`src/rtl/cdb_arbiter.sv`:
```
`default_nettype none
// ============================================================================
// Module   : cdb_arbiter
// Purpose  : Common data bus arbiter. Each functional unit owns a 1-entry
//            holding buffer with a valid/ready handshake; a round-robin
//            arbiter broadcasts one buffered result per cycle on the CDB.
//            Writes to x0 are accepted and dropped.
// Options  : CDB_OUTPUT_REG_EN - register all cdb_* outputs (+1 cycle).
// Revision : 1.0 - initial release
// ============================================================================
module cdb_arbiter #(
  parameter int NUM_FU  = 5,
  parameter int DATA_W  = 32,
  parameter int FU_ID_W = 3
) (
  input  logic                     clk,
  input  logic                     rst_n,
  input  logic                     flush,
  input  logic [NUM_FU-1:0]        fu_valid,
  output logic [NUM_FU-1:0]        fu_ready,
  input  logic [5*NUM_FU-1:0]      fu_rd,
  input  logic [NUM_FU-1:0]        fu_rd_is_float,
  input  logic [DATA_W*NUM_FU-1:0] fu_data,
  output logic                     cdb_valid,
  output logic [4:0]               cdb_rd,
  output logic                     cdb_rd_is_float,
  output logic [FU_ID_W-1:0]       cdb_source_fu,
  output logic [DATA_W-1:0]        cdb_data
);

  localparam int               PTR_W    = (NUM_FU > 1) ? $clog2(NUM_FU) : 1;
  localparam logic [PTR_W-1:0] LAST_IDX = PTR_W'(NUM_FU - 1);

  logic [NUM_FU-1:0] buf_valid;
  logic [4:0]        buf_rd   [NUM_FU];
  logic [NUM_FU-1:0] buf_float;
  logic [DATA_W-1:0] buf_data [NUM_FU];

  logic [PTR_W-1:0]  rr_ptr_q, rr_ptr_d;
  logic [NUM_FU-1:0] grant;
  logic [PTR_W-1:0]  grant_idx;
  logic              grant_vld;

  logic               cdb_valid_d;
  logic [4:0]         cdb_rd_d;
  logic               cdb_rd_is_float_d;
  logic [FU_ID_W-1:0] cdb_source_fu_d;
  logic [DATA_W-1:0]  cdb_data_d;

  // Round-robin search: first occupied buffer at or after rr_ptr, wrapping.
  always_comb begin
    logic [PTR_W:0] idx;
    grant_vld = 1'b0;
    grant_idx = '0;
    idx       = '0;
    for (int k = 0; k < NUM_FU; k++) begin
      idx = {1'b0, rr_ptr_q} + (PTR_W+1)'(k);
      if (idx >= (PTR_W+1)'(NUM_FU)) idx = idx - (PTR_W+1)'(NUM_FU);
      if (!grant_vld && buf_valid[idx[PTR_W-1:0]]) begin
        grant_vld = 1'b1;
        grant_idx = idx[PTR_W-1:0];
      end
    end
  end

  for (genvar i = 0; i < NUM_FU; i++) begin : g_fu
    logic              valid_q, valid_d;
    logic [4:0]        rd_q, rd_d;
    logic              float_q, float_d;
    logic [DATA_W-1:0] data_q, data_d;
    logic              accept;

    assign grant[i]    = grant_vld && (grant_idx == PTR_W'(i));
    // A buffer being drained this cycle can take a new result on the same edge.
    assign fu_ready[i] = (~valid_q | grant[i]) & ~flush;
    assign accept      = fu_valid[i] & fu_ready[i];

    assign buf_valid[i] = valid_q;
    assign buf_rd[i]    = rd_q;
    assign buf_float[i] = float_q;
    assign buf_data[i]  = data_q;

    // Holding-buffer next state: flush > refill (x0 dropped) > drain.
    always_comb begin
      valid_d = valid_q;
      rd_d    = rd_q;
      float_d = float_q;
      data_d  = data_q;
      if (flush) begin
        valid_d = 1'b0;
      end else if (accept) begin
        if ((fu_rd[5*i +: 5] == 5'd0) && !fu_rd_is_float[i]) begin
          valid_d = 1'b0;
        end else begin
          valid_d = 1'b1;
          rd_d    = fu_rd[5*i +: 5];
          float_d = fu_rd_is_float[i];
          data_d  = fu_data[DATA_W*i +: DATA_W];
        end
      end else if (grant[i]) begin
        valid_d = 1'b0;
      end
    end

    // Holding-buffer registers.
    always_ff @(posedge clk or negedge rst_n) begin
      if (!rst_n) begin
        valid_q <= 1'b0;
        rd_q    <= '0;
        float_q <= 1'b0;
        data_q  <= '0;
      end else begin
        valid_q <= valid_d;
        rd_q    <= rd_d;
        float_q <= float_d;
        data_q  <= data_d;
      end
    end
  end

  // Pointer moves past the winner; flush leaves it untouched.
  always_comb begin
    rr_ptr_d = rr_ptr_q;
    if (grant_vld && !flush) begin
      rr_ptr_d = (grant_idx == LAST_IDX) ? '0 : grant_idx + PTR_W'(1);
    end
  end

  // Round-robin pointer register.
  always_ff @(posedge clk or negedge rst_n) begin
    if (!rst_n) rr_ptr_q <= '0;
    else        rr_ptr_q <= rr_ptr_d;
  end

  // Broadcast mux from the granted buffer; zeros when nothing is granted.
  always_comb begin
    cdb_valid_d       = (|buf_valid) & ~flush;
    cdb_rd_d          = '0;
    cdb_rd_is_float_d = 1'b0;
    cdb_source_fu_d   = '0;
    cdb_data_d        = '0;
    if (grant_vld) begin
      cdb_rd_d          = buf_rd[grant_idx];
      cdb_rd_is_float_d = buf_float[grant_idx];
      cdb_source_fu_d   = FU_ID_W'(grant_idx);
      cdb_data_d        = buf_data[grant_idx];
    end
  end

`ifdef CDB_OUTPUT_REG_EN
  logic               cdb_valid_q;
  logic [4:0]         cdb_rd_q;
  logic               cdb_rd_is_float_q;
  logic [FU_ID_W-1:0] cdb_source_fu_q;
  logic [DATA_W-1:0]  cdb_data_q;

  // Output stage; cdb_valid_d is already forced low by flush.
  always_ff @(posedge clk or negedge rst_n) begin
    if (!rst_n) begin
      cdb_valid_q       <= 1'b0;
      cdb_rd_q          <= '0;
      cdb_rd_is_float_q <= 1'b0;
      cdb_source_fu_q   <= '0;
      cdb_data_q        <= '0;
    end else begin
      cdb_valid_q       <= cdb_valid_d;
      cdb_rd_q          <= cdb_rd_d;
      cdb_rd_is_float_q <= cdb_rd_is_float_d;
      cdb_source_fu_q   <= cdb_source_fu_d;
      cdb_data_q        <= cdb_data_d;
    end
  end

  assign cdb_valid       = cdb_valid_q;
  assign cdb_rd          = cdb_rd_q;
  assign cdb_rd_is_float = cdb_rd_is_float_q;
  assign cdb_source_fu   = cdb_source_fu_q;
  assign cdb_data        = cdb_data_q;
`else
  assign cdb_valid       = cdb_valid_d;
  assign cdb_rd          = cdb_rd_d;
  assign cdb_rd_is_float = cdb_rd_is_float_d;
  assign cdb_source_fu   = cdb_source_fu_d;
  assign cdb_data        = cdb_data_d;
`endif

endmodule
`default_nettype wire

```
`config.mk`:
```
export PLATFORM = sky130hd
export DESIGN_NAME = cdb_arbiter
export DESIGN_NICKNAME = d
export VERILOG_FILES = /design/src/rtl/cdb_arbiter.sv
export SDC_FILE = /design/constraint.sdc
export NUM_CORES = 1
export LEC_CHECK = 0
export BUFFER_PORTS_ARGS = -buffer_cell sky130_fd_sc_hd__buf_2
export CORE_ASPECT_RATIO = 1.75
export CORE_UTILIZATION = 48
export DETAILED_ROUTE_END_ITERATION = 6
export HOLD_SLACK_MARGIN = 0.15
export PLACE_DENSITY = 0.71
export SLEW_MARGIN = 30
export SYNTH_ARGS = -nofsm -noshare
export SYNTH_HDL_FRONTEND = slang
export SYNTH_SLANG_ARGS = --single-unit
```
`constraint.sdc`:
```
create_clock -name clk -period 6.65 [get_ports clk]
set_input_delay 0.9975 -clock clk [delete_from_list [all_inputs] [get_ports clk]]
set_output_delay 0.9975 -clock clk [all_outputs]
set_load 0.01 [all_outputs]
```
## Word-level counts from Yosys, hierarchy flattened

Index checks and enable logic that the tools add are counted.

- Output and inout bits: 47
- Bits in registers: 198
- Word-level logic and storage cells: 175

- $add $sub $neg: 10
- Reductions and logical operators: 42
- Order comparisons: 12
- Bitwise logic cells: 28
- Equal/unequal tests: 4
- Multiplexer cells: 58

Operator list:

| operator | number |
|---|---|
| $bmux W32 S3 | 1 |
| $mux W32 | 3 |
| $mux W3 | 12 |
| $mux W1 | 32 |
| $logic_not A5 Y1 | 5 |
| $lt A3 B4 Y1 const B | 6 |
| $bmux W1 S3 | 6 |
| $ge A4 B3 Y1 const B | 4 |
| $bmux W5 S3 | 1 |
| $logic_and A1 B1 Y1 | 15 |
| $mux W5 | 3 |
| $reduce_and A3 Y1 | 5 |
| $reduce_bool A3 Y1 | 5 |
| $sub A3 B3 Y3 const B | 5 |
| $and A1 B1 Y1 | 11 |
| $not A1 Y1 | 11 |
| $logic_not A1 Y1 | 10 |
| $add A3 B2 Y4 const B | 2 |
| $eq A3 B2 Y1 const B | 2 |
| $or A1 B1 Y1 | 5 |
| $reduce_or A5 Y1 | 1 |
| $add A3 B1 Y4 const B | 1 |
| $add A3 B3 Y4 const B | 1 |
| $ge A4 B4 Y1 const B | 1 |
| 6 further kinds | 6 |

## Logic depth before layout (Yosys ltp)

Gate-level depths: netlist (run 1).

- Depth after elaboration: 24
- Depth in mapped cells: 25
- Depth with buffers taken out: 19

## Least setup slack after synthesis (run 1)

Ideal clock, no wire load.

- Path type: reg-to-output
- From: register rr_ptr_q[0]
- To: output port fu_ready[3]
- Setup slack: 1331 ps
- Data arrival time: 4322 ps
- Cell stages (with the launch flop): 22
- Required time: 5653 ps
- Buffers on the path: 4
- Cell sequence: dfrtp_1 -> buf_6 -> clkinv_1 -> ha_1 -> inv_1 -> fa_1 -> a21oi_1 -> nand3_1 -> a211o_1 -> nor2b_1 -> or4_4 -> a32oi_4 -> or2_2 -> clkbuf_1 -> buf_2 -> buf_2 -> inv_1 -> ha_1 -> ha_1 -> inv_1 -> o21ai_0 -> nor2b_1

- Word-level cells in the longest chain between the ends: 21
- Elaborated cells between the ends (all ways): 51

RTL lines:

| what | RTL line | RTL |
|---|---|---|
| start, declared | 39 | `logic [PTR_W-1:0] rr_ptr_q, rr_ptr_d;` |
| start signal, assigned | 132 | `else rr_ptr_q <= rr_ptr_d;` |
| branches (longest 18 deep; another with $add A3 B1 Y4) | -- |  |
| $logic_and A1 B1 Y1 * | 73 | `assign grant[i] = grant_vld && (grant_idx == PTR_W'(i));` |
| $or A1 B1 Y1 * | 75 | `assign fu_ready[i] = (~valid_q \| grant[i]) & ~flush;` |
| $and A1 B1 Y1 * | 75 |  |
| end, declared | 20 | `output logic [NUM_FU-1:0] fu_ready,` |

Mark *: on every way between the ends. The select of a mux whose other input is x is not followed.

## Final worst setup path (run 1)

- From: register rr_ptr_q[2]
- To: output port cdb_data[5]

- Word-level cells in the longest chain between the ends: 22
- Elaborated cells between the ends (all ways): 52

RTL lines:

| what | RTL line | RTL |
|---|---|---|
| branches (longest 21 deep; another with $add A3 B1 Y4) | -- |  |
| $mux W32 * | 142 | `if (grant_vld) begin` |
| end, declared | 28 | `output logic [DATA_W-1:0] cdb_data` |

Marks and branches as above.

==> reports/metrics.yaml, run 1 <==
status: "complete, but fails checks"
violations: "DRC"
synthCells: 832
numPortBuffers: 244
setup_viol: 0
fin_skew_ns: 0.01675
seq_area_frac_synth: 0.4868
crit_path_max_fanout: 31
nNetsFinal: 1266
hold_viol_final: 0
maxCapViolations: 0
synthTopCellsByCount: "198 x dfrtp_1, 138 x mux2_2, 73 x mux2i_1, 58 x nand2_1, 46 x mux2_1"
ctsResizeCount: 0
yosysWarningCount: 0
drive_above_1_share: 0.4210
worst_pin_slew_ns: 0.7708
synth.distinct_cells: 72
overflow: 0
cts_num_sinks: 198
cts_setup_buffers: 0
cts.htree.levels: 4
yosysMostFrequentCell: "dfrtp_1"
timing_worst_setup_path_type: "flop to output port"
synth.top_cell.area_share: 0.4868
cts_hold_buf: 0
clock_latency_ns: 0.43
r2r_cells: 17
timing.final.max_slew_violations: 0
ys_seq_elements: 198
antenna_found_initial: 10
gp_congestion: 0.9930
cts_root_buf: "clkbuf_16"
synth_top_cell_by_area: "dfrtp_1"
synth-async-reset-ratio: 1.000
clk_pin_slew_ns: 0.07
dp_hpwl_mm: 21.19
routedWlPerCell_um: 22.14
syn_area_mm2: 0.01018
whs_path_depth: 1
rsz0062_at_grt: "false"
clockBufferDepth: 2
die-width_um: 112.1
grt_max_degree: 75
synth-edff-count: 0
start_kind: "flop"
cts_tree: "yes"
clock.fmax_mhz: 170.6
viasPerCell: 5.869
arrival_ns: 4.87
min_path_type: "flop to flop"
synth_area_per_cell_um2: 12.23
syn-num-nets: 1041
die_h_um: 194.6
period_share: 0.8817
fill_cells: 1806
numCtsBuffers: 17
die_area_mm2: 0.02181
ant_nets: 0
slew_headroom: 0.4728
drt_pre_antenna_iters: 7
via_count: 7811
grt_usage: 0.2785
wirelength_mm: 29.47
synth_ff_type: "dfrtp_1"
required_ns: 5.65
syn2layout_area_growth_pct: 20.37
start_util: 0.4882
end_kind: "output port"
setup_tns_ns: 0
std_cell_rows: 70
ios: 245
synth_area_leaders: "dfrtp_1 49%, mux2_2 15%, mux2i_1 7.2%"
grt_pass1_vias: 8311
post-route-min-period_ns: 5.863
grt_pass1_wl_mm: 45.37
drc: 5
drt_iter0_markers: 524
core_area_mm2: 0.02085
[logic make-up after synthesis]
family	count (synthesis)	share of synthesized area
multiplexers	259	0.2791
flip-flops	198	0.4868
AND/OR/NAND/NOR	149	0.07610
AO/OA/AOI/OAI	134	0.1035
buffers and inverters	78	0.03762
adder cells (fa/ha/maj)	11	0.01426
XOR/XNOR	3	0.002582
[cell type report]
| type | count | area (µm²) | share of cell area |
|---|---|---|---|
| inverter | 24 | 90.09 | 0.007354 |
| timing repair buffer | 260 | 1383 | 0.1129 |
| clock inverter | 10 | 145.1 | 0.01185 |
| multi-input combinational | 556 | 4877 | 0.3981 |
| sequential | 198 | 4955 | 0.4045 |
| clock buffer | 21 | 460.4 | 0.03759 |
| antenna | 10 | 25.02 | 0.002043 |
| tap | 252 | 315.3 | 0.02574 |
[sequential cells by signal, summed over array words and instances, names as in the netlist]
signal        flops
g_fu.float_q      5
rr_ptr_q          3
g_fu.data_q     160
g_fu.rd_q        25
g_fu.valid_q      5
[placed cells by master, fill, tap and decap left out, drive strengths merged, types with 3 or more instances in the layout]
master   instances
mux2           185
nor2b            7
o211ai           4
bufinv           3
buf            259
clkinv           3
o31ai            6
clkbuf          22
inv             26
o22ai            6
o2bb2ai          4
o21ai           18
a211o            3
mux2i           73
nand2b          11
nor2            17
a21oi           21
nand4b           3
nand3            7
dfrtp          198
a211oi           3
nand2           58
and3             7
nor4             5
o221ai          40
a31oi            4
or4              7
a21boi           4
diode           10
nor3            13
a21o             3
ha              10
[worst max-delay path, cell delays in order (launching register included)]
cell and delay, ns:
dfrtp_1 0.69, inv_1 0.17, ha_1 0.43, nor3_1 0.21
o211ai_1 0.15, a22oi_2 0.43, mux2_2 0.39, a221oi_1 0.31
o21ai_1 0.32, nand2_4 0.19, buf_4 0.46, mux2i_1 0.31
o221ai_1 0.16, buf_2 0.18
[layer usage]
| metal | share of wire | GRT usage |
|---|---|---|
| met3 | 0.044 | 0.04896 |
| met4 | 0.050 | 0.1644 |
| met2 | 0.54 | 0.5013 |
| met1 | 0.36 | 0.3033 |
| met5 | 0 | 0 |
[per-stage QoR]
stage          hold WS [ns]  cell area [µm²]  utilization  cells  setup slack (ns)
5_1_grt              0.5021            12250       0.5877   1331            0.5133
3_3_place_gp         0.4673            11610       0.5571   1290             1.324
4_1_cts              0.4901            12220       0.5861   1321            0.8162
6_report             0.4869            12250       0.5877   1331            0.7867
2_1_floorplan        0.4490            10180            -    832             1.331
3_5_place_dp         0.4740            11610       0.5571   1290             1.299
[worst paths after layout]
path | start | to | slack (ns)
setup reg to reg | rr_ptr_q[2]$_DFFE_PN0P_ | g_fu[3].data_q[3]$_DFFE_PN0P_ | 1.22
max in group asynchronous | rst_n | g_fu[4].data_q[7]$_DFFE_PN0P_ | 5.06
setup / recovery | rr_ptr_q[2]$_DFFE_PN0P_ | cdb_data[5] | 0.79
min in group asynchronous | rst_n | g_fu[0].data_q[30]$_DFFE_PN0P_ | 0.54
hold reg to reg | g_fu[2].data_q[20]$_DFFE_PN0P_ | g_fu[2].data_q[20]$_DFFE_PN0P_ | 0.49
hold / removal | g_fu[2].data_q[20]$_DFFE_PN0P_ | g_fu[2].data_q[20]$_DFFE_PN0P_ | 0.49
Power of run 1 is not shown: default switching activity piles up to over one toggle a cycle in this logic, so the estimate is an artifact.
==> inputs of run 2 (changes only) <==
--- a/config.mk
+++ b/config.mk
@@ -8,10 +8,10 @@
 export BUFFER_PORTS_ARGS = -buffer_cell sky130_fd_sc_hd__buf_2
 export CORE_ASPECT_RATIO = 1.75
 export CORE_UTILIZATION = 48
+export CTS_BUF_LIST = sky130_fd_sc_hd__clkbuf_16
 export DETAILED_ROUTE_END_ITERATION = 6
 export HOLD_SLACK_MARGIN = 0.15
 export PLACE_DENSITY = 0.71
-export SLEW_MARGIN = 30
 export SYNTH_ARGS = -nofsm -noshare
 export SYNTH_HDL_FRONTEND = slang
 export SYNTH_SLANG_ARGS = --single-unit
==> run 2 against run 1 <==
The run still ends with DRC left. Register-to-register slack about the same. Via count decreased by 0.14%. Sequential share of layout area increased by 0.091 points. First-iteration DRC count is 3.8% lower. Maximum frequency down 0.19%. Clock skew fell by 0.00055 ns. Utilization is 0.13 points lower. Critical path depth unchanged. Die area stayed put.
==> reports/metrics.yaml, run 2 (same netlist as run 1, synthesis figures left out) <==
via_count: 7800  # -0.14%
place_area_mm2: 0.01161  # unchanged
routedWlPerCell_um: 22.10  # -0.17%
die_area_mm2: 0.02181  # unchanged
maxCapViolations: 0  # unchanged
min_path_type: "flop to flop"
setup_tns_ns: 0  # unchanged
setup_viol: 0  # unchanged
die-width_um: 112.1  # unchanged
crit_path_max_fanout: 31  # unchanged
ant_nets: 0  # unchanged
worstReg2RegEnd: "g_fu[3].data_q[3]$_DFFE_PN0P_"
cts_tree: "yes"
crit_end: "cdb_data[5]"
clock.fmax_mhz: 170.2  # -0.19%
drive_above_1_share: 0.4191  # -0.001871
slew_headroom: 0.3753  # -0.09752
start_kind: "flop"
regMostFlops: "g_fu.data_q"
numPortBuffers: 244  # unchanged
design_area_mm2: 0.01222  # -0.22%
r2r_setup_slack_ns: 1.23  # about the same
grt_max_degree: 75  # unchanged
final_cell_mix: "243 x buf_2, 198 x dfrtp_1, 138 x mux2_2, 73 x mux2i_1, 57 x nand2_1"
largest_registers: "g_fu.data_q: 160 flops, g_fu.rd_q: 25 flops"
period_share: 0.8834  # +0.001648
ios: 245  # unchanged
r2r_cells: 17  # unchanged
cts_hold_buf: 0  # unchanged
clk_pin_slew_ns: 0.07  # about the same
timing_worst_setup_path_type: "flop to output port"
rsz0062_at_grt: "false"
largest_reg_flops: 160  # unchanged
core_area_mm2: 0.02085  # unchanged
grt_pass1_wl_mm: 45.35  # about the same
cts_setup_buffers: 0  # unchanged
overflow: 0  # unchanged
start_util: 0.4882  # unchanged
clock_latency_ns: 0.43  # about the same
required_ns: 5.65  # about the same
std_cell_rows: 70  # unchanged
wirelength_mm: 29.42  # -0.17%
clockBufferDepth: 2  # unchanged
antenna_found_initial: 10  # unchanged
dp_hpwl_mm: 21.19  # unchanged
post-route-min-period_ns: 5.874  # +0.01096 ns
hold_viol_final: 0  # unchanged
drc: 4  # -1
drt_iter0_markers: 504  # -3.8%
die_h_um: 194.6  # unchanged
cts.htree.levels: 4  # unchanged
violations: "DRC"
cts_root_buf: "clkbuf_16"
nNetsFinal: 1266  # unchanged
fill_cells: 1812  # +0.33%
timing.final.max_slew_violations: 0  # unchanged
drt_pre_antenna_iters: 7  # unchanged
ctsResizeCount: 0  # unchanged
fin_skew_ns: 0.01620  # -0.0005488 ns
mostFrequentLayoutCell: "buf_2"
startpoint: "rr_ptr_q[2]$_DFFE_PN0P_"
hp-start: "g_fu[2].data_q[17]$_DFFE_PN0P_"
end_kind: "output port"
grt_usage: 0.2783  # about the same
timing.rr.start: "rr_ptr_q[2]$_DFFE_PN0P_"
status: "complete, but fails checks"
gp_congestion: 0.9930  # unchanged
grt_pass1_vias: 8300  # -0.13%
worst_pin_slew_ns: 0.9371  # +0.1662 ns
viasPerCell: 5.860  # -0.14%
cts_num_sinks: 198  # unchanged
arrival_ns: 4.88  # about the same
syn2layout_area_growth_pct: 20.10
numCtsBuffers: 17  # unchanged
[run 2: changes by cell type in the layout (fill, tap and decap cells not counted), sizes merged]
cell / previous run / this run
clkinv: 3 / 5
inv: 26 / 28
clkbuf: 22 / 18
[run 2: per-layer routing]
metal / wire, µm / vias up / GRT usage
met1: 10510 / 3876 / 0.3014
met3: 1378 / 89 / 0.04958
li1: - / 3538 / -
met5: 0 / - / 0
met4: 1508 / 0 / 0.1644
met2: 16030 / 297 / 0.5022
[run 2: stage by stage]
stage,instances,hold WS (ns),utilization,setup slack (ns)
finish,1331,0.4859,0.5864,0.7757
global route,1331,0.5021,0.5864,0.5128
CTS,1321,0.4901,0.5852,0.8168
detailed placement,1290,0.4740,0.5571,1.299
global placement,1290,0.4673,0.5571,1.324
floorplan,832,0.4490,-,1.331
[run 2: how the worst min path moves through the flow]
stage | to | depth (start not counted)
floorplan | g_fu[2].data_q[29]$_DFFE_PN0P_ | 1
finish | g_fu[2].data_q[17]$_DFFE_PN0P_ | 1
detailed placement | g_fu[2].data_q[28]$_DFFE_PN0P_ | 1
global route | g_fu[2].data_q[20]$_DFFE_PN0P_ | 1
global placement | g_fu[2].data_q[30]$_DFFE_PN0P_ | 1
CTS | g_fu[2].data_q[28]$_DFFE_PN0P_ | 1
[run 2: critical path: stages (launching register included)]
cell      delay (ns)
dfrtp_1         0.67
inv_1           0.16
ha_1            0.43
nor3_1          0.24
o211ai_1        0.16
a22oi_2         0.43
mux2_2          0.39
a221oi_1        0.31
o21ai_1         0.32
nand2_4         0.19
buf_4           0.46
mux2i_1         0.32
o221ai_1        0.16
buf_2           0.18
[run 2: cell type report]
| cell class | instances | area, µm² | share of cell area |
|---|---|---|---|
| Antenna cell | 10 | 25.02 | 0.002047 |
| Clock inverter | 14 | 160.2 | 0.01310 |
| Sequential cell | 198 | 4955 | 0.4054 |
| Inverter | 24 | 90.09 | 0.007370 |
| Tap cell | 252 | 315.3 | 0.02580 |
| Multi-Input combinational cell | 556 | 4877 | 0.3990 |
| Clock buffer | 17 | 425.4 | 0.03480 |
| Timing Repair Buffer | 260 | 1375 | 0.1125 |
Power of run 2 is left out for the same reason.
==> inputs of run 3 (changes only) <==
--- a/config.mk
+++ b/config.mk
@@ -5,13 +5,14 @@
 export SDC_FILE = /design/constraint.sdc
 export NUM_CORES = 1
 export LEC_CHECK = 0
+export ABC_AREA = 1
 export BUFFER_PORTS_ARGS = -buffer_cell sky130_fd_sc_hd__buf_2
 export CORE_ASPECT_RATIO = 1.75
 export CORE_UTILIZATION = 48
 export CTS_BUF_LIST = sky130_fd_sc_hd__clkbuf_16
 export DETAILED_ROUTE_END_ITERATION = 6
 export HOLD_SLACK_MARGIN = 0.15
-export PLACE_DENSITY = 0.71
+export PLACE_DENSITY = 0.7
 export SYNTH_ARGS = -nofsm -noshare
 export SYNTH_HDL_FRONTEND = slang
 export SYNTH_SLANG_ARGS = --single-unit
==> run 3 against run 2 <==
The run now ends clean. Via count grew 29%. Cell count grew 43%. Critical endpoint is now cdb_data[21]. Die area grew 3.2%. First-iteration DRC count grew 41%. Non-clock buffer count is the same. Highest routed layer unchanged. Routed wire length grew 25%. Count of clock-buffer cells in the layout is the same. Cell area grew 1.4%.
==> reports/metrics.yaml, run 3 <==
status: "complete, no violations"
timing.final.ws_setup_ns: 0.5409  # -0.2348 ns
synth_top_family_by_area: "simple AND/OR/NAND/NOR gates"
gp_congestion: 1.009  # +1.6%
grt_max_degree: 78  # +4.0%
worst_pin_slew_ns: 1.056  # +0.1185 ns
core_area_mm2: 0.02150  # +3.1%
cts_tree: "yes"
arrival_ns: 5.11  # +0.23 ns
largest_registers: "g_fu.data_q: 160 flops, g_fu.rd_q: 25 flops"
synth-compound-area-share: 0.1307  # +0.02723
fill_cells: 2116  # +17%
synthAdderAreaFrac: 0.01381  # -0.0004483
start_kind: "flop"
required_ns: 5.65  # about the same
ys_seq_elements: 198  # unchanged
syn-num-nets: 1607  # +54%
final_cell_mix: "476 x nand2_1, 243 x buf_2, 215 x inv_1, 198 x dfrtp_1, 99 x o21ai_0"
cts_hold_buf: 0  # unchanged
cts_root_buf: "clkbuf_16"
maxCapViolations: 0  # unchanged
slew_headroom: 0.2946  # -0.08072
synth_area_leaders: "dfrtp_1 47%, nand2_1 17%, inv_1 7.5%"
die-width_um: 113.8  # +1.6%
synth_ff_type: "dfrtp_1"
mostFrequentLayoutCell: "nand2_1"
hold_viol_final: 0  # unchanged
clockBufferDepth: 2  # unchanged
synth-edff-count: 0  # unchanged
place_ws_ns: 1.140  # -0.1597 ns
dp_cells: 1873  # +45%
drc: 0  # -4
syn2layout_area_growth_pct: 17.93
crit_path_max_fanout: 40  # +29%
clock.fmax_mhz: 163.7  # -3.8%
drt_pre_antenna_iters: 7  # unchanged
ant_nets: 0  # unchanged
overflow: 0  # unchanged
routedWlPerCell_um: 19.32  # -13%
syn_area_mm2: 0.01051  # +3.2%
yosysMostFrequentCell: "nand2_1"
rsz0062_at_grt: "false"
yosys.area_share.simple: 0.2673  # +0.1912
grt_pass1_vias: 9860  # +19%
cts.htree.levels: 4  # unchanged
regMostFlops: "g_fu.data_q"
synth_top_cell_by_area: "dfrtp_1"
drt_iter0_markers: 712  # +41%
cts_setup_buffers: 0  # unchanged
ctsResizeCount: 0  # unchanged
yosysWarningCount: 0  # unchanged
synth-async-reset-ratio: 1.000  # unchanged
ios: 245  # unchanged
post-route-min-period_ns: 6.109  # +0.2348 ns
nNetsFinal: 1809  # +43%
grt_usage: 0.3398  # +0.06147
synth.top_cell.area_share: 0.4715  # -0.01530
clock_latency_ns: 0.45  # +0.02 ns
synth.distinct_cells: 34  # -53%
dp_hpwl_mm: 28.33  # +34%
timing.final.max_slew_violations: 0  # unchanged
clk_pin_slew_ns: 0.07  # about the same
seq_area_frac_synth: 0.4715  # -0.01530
fin_skew_ns: 0.007351  # -0.008854 ns
setup_viol: 0  # unchanged
largest_reg_flops: 160  # unchanged
layoutNonFillerInstCount: 1905  # +43%
antenna_found_initial: 1  # -9
wirelength_mm: 36.80  # +25%
synthXorXnorAreaFrac: 0.001667  # -0.0009147
end_kind: "output port"
via_count: 10061  # +29%
die_h_um: 197.7  # +1.6%
numCtsBuffers: 17  # unchanged
design_area_mm2: 0.01239  # +1.4%
cts_num_sinks: 198  # unchanged
period_share: 0.9187  # +0.03531
muxShareOfSynthArea: 0  # -0.2791
start_util: 0.4888  # +0.0005320
synth_area_per_cell_um2: 7.516  # -39%
place_area_mm2: 0.01187  # +2.2%
viasPerCell: 5.281  # -9.9%
timing_worst_setup_path_type: "flop to output port"
die_area_mm2: 0.02251  # +3.2%
setup_tns_ns: 0  # unchanged
grt_pass1_wl_mm: 54.86  # +21%
min_path_type: "flop to flop"
drive_above_1_share: 0.1973  # -0.2218
synthTopCellsByCount: "476 x nand2_1, 211 x inv_1, 198 x dfrtp_1, 99 x o21ai_0, 95 x nand3_1"
synthCells: 1398  # +68%
std_cell_rows: 71  # +1.4%
numPortBuffers: 244  # unchanged
## run 3: cell count changes after synthesis, moves of 26 or more
cell       delta
nand4_1      +50
mux2i_1      -73
mux2_2      -138
o221ai_1     -40
o21ai_0      +84
nand2_1     +418
inv_1       +190
o21ai_1      +64
o2111ai_1    +26
nand3_1      +88
mux2_1       -46
## run 3: cell type report
type | count | area, µm² | share of cell area
well taps | 292 | 365.4 | 0.02948
flip-flops and latches | 198 | 4955 | 0.3998
clock inverters | 14 | 97.59 | 0.007876
clock buffers | 17 | 425.4 | 0.03433
diodes | 1 | 2.502 | 0.0002019
inverters | 218 | 818.3 | 0.06603
repair buffers | 260 | 1350 | 0.1089
multi-input cells | 905 | 4378 | 0.3533
## run 3: worst paths after layout
path                       cells past startpoint                              to  slack (ns)                            from
max reg2reg                                   21     g_fu[1].rd_q[4]$_DFFE_PN0P_        1.15         rr_ptr_q[0]$_DFFE_PN0P_
min                                            2  g_fu[0].data_q[28]$_DFFE_PN0P_        0.48  g_fu[0].data_q[28]$_DFFE_PN0P_
max                                           20                    cdb_data[21]        0.54         rr_ptr_q[0]$_DFFE_PN0P_
max in group asynchronous                      2  g_fu[2].data_q[29]$_DFFE_PN0P_        4.75                           rst_n
min reg2reg                                    2  g_fu[0].data_q[28]$_DFFE_PN0P_        0.48  g_fu[0].data_q[28]$_DFFE_PN0P_
min in group asynchronous                      1  g_fu[0].data_q[16]$_DFFE_PN0P_        0.56                           rst_n
## run 3: critical path: stages, from the launching register on
cell and delay, ns:
dfrtp_1 0.59, inv_2 0.27, ha_1 0.18, inv_1 0.05, fa_1 0.38, inv_1 0.10
nand2_1 0.15, nand2_1 0.09, o21ai_1 0.12, nand3_1 0.11, nand2_1 0.06, nand2_1 0.05
nand2_1 0.13, nand4_1 0.15, nor2_1 0.06, nor2_2 0.14, nand3_2 0.40, nand2_2 0.80
o211ai_1 0.16, a21boi_0 0.41, buf_2 0.22
## run 3: cell families after synthesis
| kind of cell | count (synthesis) |
|---|---|
| buffers and inverters | 295 |
| AND/OR/NAND/NOR | 655 |
| adder cells (fa/ha/maj) | 11 |
| AO/OA/AOI/OAI | 237 |
| flip-flops | 198 |
| XOR/XNOR | 2 |
## run 3: through the flow
step                      hold WS, ns  utilization
after floorplan                0.4419            -
after global placement         0.4590       0.5520
after detailed placement       0.4658       0.5520
after CTS                      0.4842       0.5763
after global routing           0.4999       0.5764
final                          0.4816       0.5764
## run 3: per-layer routing
metal  track usage  vias to the layer above  wire [µm]
met2        0.5994                      361      19100
met5             0                        -          0
li1              -                     4873          -
met4        0.3555                        0       4239
met3       0.05357                      135       1381
met1        0.3198                     4692      12070
Power of run 3 is left out for the same reason.
